`src/rtl/alu_operand_fetch.sv`:
```
// Operand-fetch stage feeding the ALU: register file with x0 tied to zero,
// write-back bypass into reads, and a one-entry valid/ready output register
// whose held operands are refreshed by write-back while stalled.
module alu_operand_fetch #(
  parameter int unsigned dataWidth   = 32,
  parameter int unsigned selectWidth = 4,
  parameter int unsigned regCount    = 32,
  parameter int unsigned addrWidth   = 5
) (
  input  logic                   clk,
  input  logic                   reset,
  input  logic                   inValid,
  output logic                   inReady,
  input  logic [addrWidth-1:0]   inRs1,
  input  logic [addrWidth-1:0]   inRs2,
  input  logic [addrWidth-1:0]   inRd,
  input  logic [selectWidth-1:0] inALUSelect,
  input  logic                   inUseImm,
  input  logic [dataWidth-1:0]   inImm,
  input  logic                   wbEnable,
  input  logic [addrWidth-1:0]   wbAddr,
  input  logic [dataWidth-1:0]   wbData,
  output logic                   outValid,
  input  logic                   outReady,
  output logic [dataWidth-1:0]   inputA,
  output logic [dataWidth-1:0]   inputB,
  output logic [selectWidth-1:0] ALUSelect,
  output logic [addrWidth-1:0]   outRd
);

  logic [dataWidth-1:0]   regs_q [regCount];

  logic                   out_valid_q, out_valid_d;
  logic [dataWidth-1:0]   input_a_q, input_a_d;
  logic [dataWidth-1:0]   input_b_q, input_b_d;
  logic [selectWidth-1:0] alu_sel_q, alu_sel_d;
  logic [addrWidth-1:0]   out_rd_q, out_rd_d;
  logic [addrWidth-1:0]   held_rs1_q, held_rs1_d;
  logic [addrWidth-1:0]   held_rs2_q, held_rs2_d;
  logic                   held_use_imm_q, held_use_imm_d;

  logic                   accept;
  logic                   wb_write;
  logic [dataWidth-1:0]   rs1_val;
  logic [dataWidth-1:0]   rs2_val;

  assign inReady  = !out_valid_q || outReady;
  assign accept   = inValid && inReady;
  assign wb_write = wbEnable && (wbAddr != '0);

  // Source A read: x0 is zero, same-cycle write-back wins over the array
  always_comb begin
    rs1_val = '0;
    if (inRs1 != '0) begin
      if (wbEnable && (wbAddr == inRs1)) rs1_val = wbData;
      else                               rs1_val = regs_q[inRs1];
    end
  end

  // Source B read: same rules as source A
  always_comb begin
    rs2_val = '0;
    if (inRs2 != '0) begin
      if (wbEnable && (wbAddr == inRs2)) rs2_val = wbData;
      else                               rs2_val = regs_q[inRs2];
    end
  end

  // Output register next state: capture on accept, drain, or refresh while stalled
  always_comb begin
    out_valid_d    = out_valid_q;
    input_a_d      = input_a_q;
    input_b_d      = input_b_q;
    alu_sel_d      = alu_sel_q;
    out_rd_d       = out_rd_q;
    held_rs1_d     = held_rs1_q;
    held_rs2_d     = held_rs2_q;
    held_use_imm_d = held_use_imm_q;

    if (accept) begin
      out_valid_d    = 1'b1;
      input_a_d      = rs1_val;
      input_b_d      = inUseImm ? inImm : rs2_val;
      alu_sel_d      = inALUSelect;
      out_rd_d       = inRd;
      held_rs1_d     = inRs1;
      held_rs2_d     = inRs2;
      held_use_imm_d = inUseImm;
    end else if (out_valid_q && outReady) begin
      out_valid_d = 1'b0;
    end else if (out_valid_q && wb_write) begin
      // Stalled operands track younger write-backs to their source registers
      if (wbAddr == held_rs1_q) input_a_d = wbData;
      if (!held_use_imm_q && (wbAddr == held_rs2_q)) input_b_d = wbData;
    end
  end

  // Output/held-source state registers
  always_ff @(posedge clk or posedge reset) begin
    if (reset) begin
      out_valid_q    <= 1'b0;
      input_a_q      <= '0;
      input_b_q      <= '0;
      alu_sel_q      <= '0;
      out_rd_q       <= '0;
      held_rs1_q     <= '0;
      held_rs2_q     <= '0;
      held_use_imm_q <= 1'b0;
    end else begin
      out_valid_q    <= out_valid_d;
      input_a_q      <= input_a_d;
      input_b_q      <= input_b_d;
      alu_sel_q      <= alu_sel_d;
      out_rd_q       <= out_rd_d;
      held_rs1_q     <= held_rs1_d;
      held_rs2_q     <= held_rs2_d;
      held_use_imm_q <= held_use_imm_d;
    end
  end

  // Register file write port; x0 is never written
  always_ff @(posedge clk or posedge reset) begin
    if (reset) begin
      for (int unsigned i = 0; i < regCount; i++) regs_q[i] <= '0;
    end else if (wb_write) begin
      regs_q[wbAddr] <= wbData;
    end
  end

  assign outValid  = out_valid_q;
  assign inputA    = input_a_q;
  assign inputB    = input_b_q;
  assign ALUSelect = alu_sel_q;
  assign outRd     = out_rd_q;

endmodule
```
`config.mk`:
```
export PLATFORM = sky130hd
export DESIGN_NAME = alu_operand_fetch
export DESIGN_NICKNAME = d
export VERILOG_FILES = /design/src/rtl/alu_operand_fetch.sv
export SDC_FILE = /design/constraint.sdc
export NUM_CORES = 2
export LEC_CHECK = 0
export ABC_AREA = 1
export CAP_MARGIN = 20
export CELL_PAD_IN_SITES_DETAIL_PLACEMENT = 0
export CELL_PAD_IN_SITES_GLOBAL_PLACEMENT = 2
export CORE_MARGIN = 2
export CORE_UTILIZATION = 32
export DETAILED_ROUTE_END_ITERATION = 8
export HOLD_SLACK_MARGIN = 0.15
export PLACE_DENSITY_LB_ADDON = 0.1
export SYNTH_ARGS = -nofsm -noshare
export SYNTH_HDL_FRONTEND = slang
export SYNTH_SLANG_ARGS = --single-unit
```
`constraint.sdc`:
```
create_clock -name clk -period 37.7 [get_ports clk]
set_clock_uncertainty 0.05 [all_clocks]
set_input_delay 5.655 -clock clk [delete_from_list [all_inputs] [get_ports clk]]
set_output_delay 5.655 -clock clk [all_outputs]
set_load 0.01 [all_outputs]
```
==> results.md <==
* Status: completed
* Synth cell types at 32
* Area share of fa/ha/maj cells after synthesis at 0%
* Worst hold path depth at 0
* Overflow after GRT at 0
* Maximum VDD drop at 0.0449 mV
* Reg clk slew, reported paths at approximately 0.05 ns
* Cts bufs inserted at 145
* Yosys top cell area share at around 45%
* Total setup buffers inserted after CTS at 0
* Hold Vio Cnt, Final at 0
* Largest family of logic cells by synthesized area: simple AND/OR/NAND/NOR gates
* Dpl hpwl at between 150000 and 200000 microns
* Top cells by area, synth: dfrtp_1, nand2_1, o21ai_0
* Max-cap viol count at 0
* Crit path DAT at just under 7 ns
* Synth Area in Compound Gates at between 10% and 20%
* Slowest CP cell: clkdlybuf4s50_1
* Synth Area in Simple Gates at roughly 29%
* Ys Warns at 0
* H-Tree Depth at 4
* Initial drt markers at between 5000 and 6000
* Pre-CTS setup slack at 25.06 ns
* PortBufs at 168
* Cell seen most often among critical-path stages: clkdlybuf4s50_1
* Drt pass-1 iters at 5
* Worst Hold Path EP: regs_q[1012]
* CP Launch Type: input pin
* Class of the worst hold path: reg2reg
* Sequential fraction of the synthesis area at 44.6%
* Initial antenna violation count at 11
* Hold_buf cts at 0
* Total track usage at 29.2%
* CTS tree: built
* Starting Density at between 30 and 40%
* Ports at about 170
* Wire length of the first global-routing pass at between 400000 and 500000 microns
* Multiplexer share of the synthesized area at 0%
* DRT antenna net count at 0
* #FFs+latches synth at roughly 1100
* Kind of cell adding the most delay to the critical path: buffers and inverters
* CP required at approximately 32 ns
* Flop2flop setup slack at around 34 ns
* RSZ-0062 raised after global routing: false
* Syn_nets at between 9000 and 10000
* Fill cell count at 20700
* Cell Rows at 161
* Max stage delay on crit path at about 0.5 ns
* Area leader, netlist: dfrtp_1
* Worst hold path startpoint: regs_q[1012]
* Post-synth EDFFs at 0
* Final setup fails at 0
* Crit-path cells: clkdlybuf4s50_1 -> nor2_1 -> inv_1 -> clkdlybuf4s50_1
* Terminus of the critical flop-to-flop path: inputB[31]
* CP endpoint kind: output port
* Core Region at roughly 190000 sq um
* Layout cells sized above 1 at between 5 and 6%
* Static leakage at between 30 and 40 nW
* Number of gates resized after CTS at 0
* Area occupied by multi-input gates at ~29000 sq um
* Worst-margin pin slew at between 1 and 1.5 ns
* Fin. max-slew vios at 0
* Fin crit share at between 30% and 40%
* # nets final at 8865
* Worst-path fanout max at 3
* GP Congestion at approximately 0.86
* Clk sink count at between 1000 and 1500
* Root buf cell: clkbuf_16
* Fin worst setup slack at around 25 ns
* Achievable Freq at between 70 and 80 MHz
* DRC violations left at 0
* Wire per inst at roughly 26 microns
* Synthesized instance count at between 9000 and 10000
* Die X-Extent at around 440 microns
* Die area at 198000 sq um
* Register area at around 28000 sq um
* Cell Area, Synth at between 60000 and 70000 sq um
* R2r startpoint: outValid
* Die H at between 400 and 500 microns
* Vias at roughly 60000
* Fraction of registers with async set/reset at 100%
* Final setup TNS at 0 ns
* Worst-case clock buffer depth at 3
* Routed WL at 291000 microns
* Vias in the first global route at ~58000
* Via-to-Cell Ratio at 5.24
* Synthesized area per cell at 6.85 sq um
* Largest net degree at the start of global routing at approximately 190
* Worst Path Buf+Inv at 3
* Top FF cell, synth: dfrtp_1
* Reg2reg path depth at 12
* Clock latency at the later pin of the worst-skew pair at approximately 0.8 ns
* Cell area power density at 53.2 nW/um^2
* Synth Area in XOR/XNOR at less than 1%
* Crit path kind: in2out
* Worst slew margin at 25.0%
* P&R area growth vs syn at 13.1%
* Tmin final at between 10 and 15 ns
-- worst max path at each step --
stage                        start           end  cells past startpoint
final                     outReady       inReady                      4
after global routing      outReady       inReady                      4
after CTS                 outReady       inReady                      4
after detailed placement  outReady       inReady                      4
after global placement    outReady       inReady                      4
after floorplan              reset  ALUSelect[0]                      1
-- per-stage QoR --
step	power, W	area (sq um)	hold slack [ns]	instances	util, %
floorplan	0.00203	62200	0.379	9074	-
global placement	0.00229	65300	0.315	11100	33.9
detailed placement	0.00230	65400	0.316	11200	33.9
CTS	0.00377	70300	0.327	11400	36.5
global route	0.00395	70300	0.330	11400	36.5
finish	0.00374	70300	0.324	11400	36.5
-- state kept, by name, indices dropped and copies added, names as in the netlist --
register,flops
outValid,1
inputB,32
regs_q,1024
held_use_imm_q,1
ALUSelect,4
held_rs1_q,5
held_rs2_q,5
inputA,32
outRd,5
-- final cells by class --
type / count / area share (%)
antenna: 4 / 0.0142
clock buffer: 214 / 6.28
clock inverter: 44 / 0.703
inverter: 687 / 3.72
multi-input combinational: 6505 / 41.1
sequential: 1109 / 39.5
tap: 2526 / 4.49
timing repair buffer: 323 / 4.24
-- placed cells by master, fill, tap and decap left out, types with 154 or more instances in the layout --
| cell type | Yosys | final |
|---|---|---|
| nor2_1 | 571 | 566 |
| a21oi_1 | 318 | 318 |
| o21ai_0 | 1501 | 1501 |
| nand3_1 | 799 | 797 |
| nand2_1 | 3034 | 3018 |
| clkdlybuf4s50_1 | 0 | 158 |
| o211ai_1 | 189 | 189 |
| clkbuf_16 | 0 | 154 |
| inv_1 | 674 | 663 |
| dfrtp_1 | 1109 | 1109 |
-- cell families (layout without fill, tap and decap cells) --
group | count (synthesis) | in the layout
simple gates | 4448 | 4448
other cells | 0 | 4
compound gates | 2049 | 2049
xor+xnor | 8 | 8
flops | 1109 | 1109
buf+inv | 1460 | 1268
-- where the power goes --
| part | switching, W | internal (W) | total (W) |
|---|---|---|---|
| Sequential | 0.000144 | 0.00141 | 0.00155 |
| Combinational | 0.000484 | 0.000250 | 0.000734 |
| Clock | 0.000579 | 0.000876 | 0.00145 |
-- Yosys cell counts (3+ instances only) --
| master | number |
|---|---|
| a211oi_1 | 3 |
| buf_1 | 61 |
| a21oi_1 | 318 |
| o21ai_0 | 1501 |
| o21ai_1 | 28 |
| o22ai_1 | 6 |
| nor2_1 | 571 |
| or2_2 | 7 |
| inv_1 | 674 |
| nand2_2 | 16 |
| clkbuf_1 | 535 |
| clkinv_1 | 4 |
| buf_2 | 169 |
| inv_2 | 9 |
| xor2_1 | 4 |
| nand3_1 | 799 |
| o211ai_1 | 189 |
| xnor2_1 | 4 |
| nor3_1 | 5 |
| buf_4 | 7 |
| nand2_1 | 3034 |
| nor3_2 | 8 |
| dfrtp_1 | 1109 |
-- per-layer routing --
layer  track usage (%)  routed length, microns
met4              14.0                   15400
met5                 0                      13
met1              38.3                  128000
met3              3.42                   12900
met2              47.8                  135000
Power figures use the tool's default switching activity.
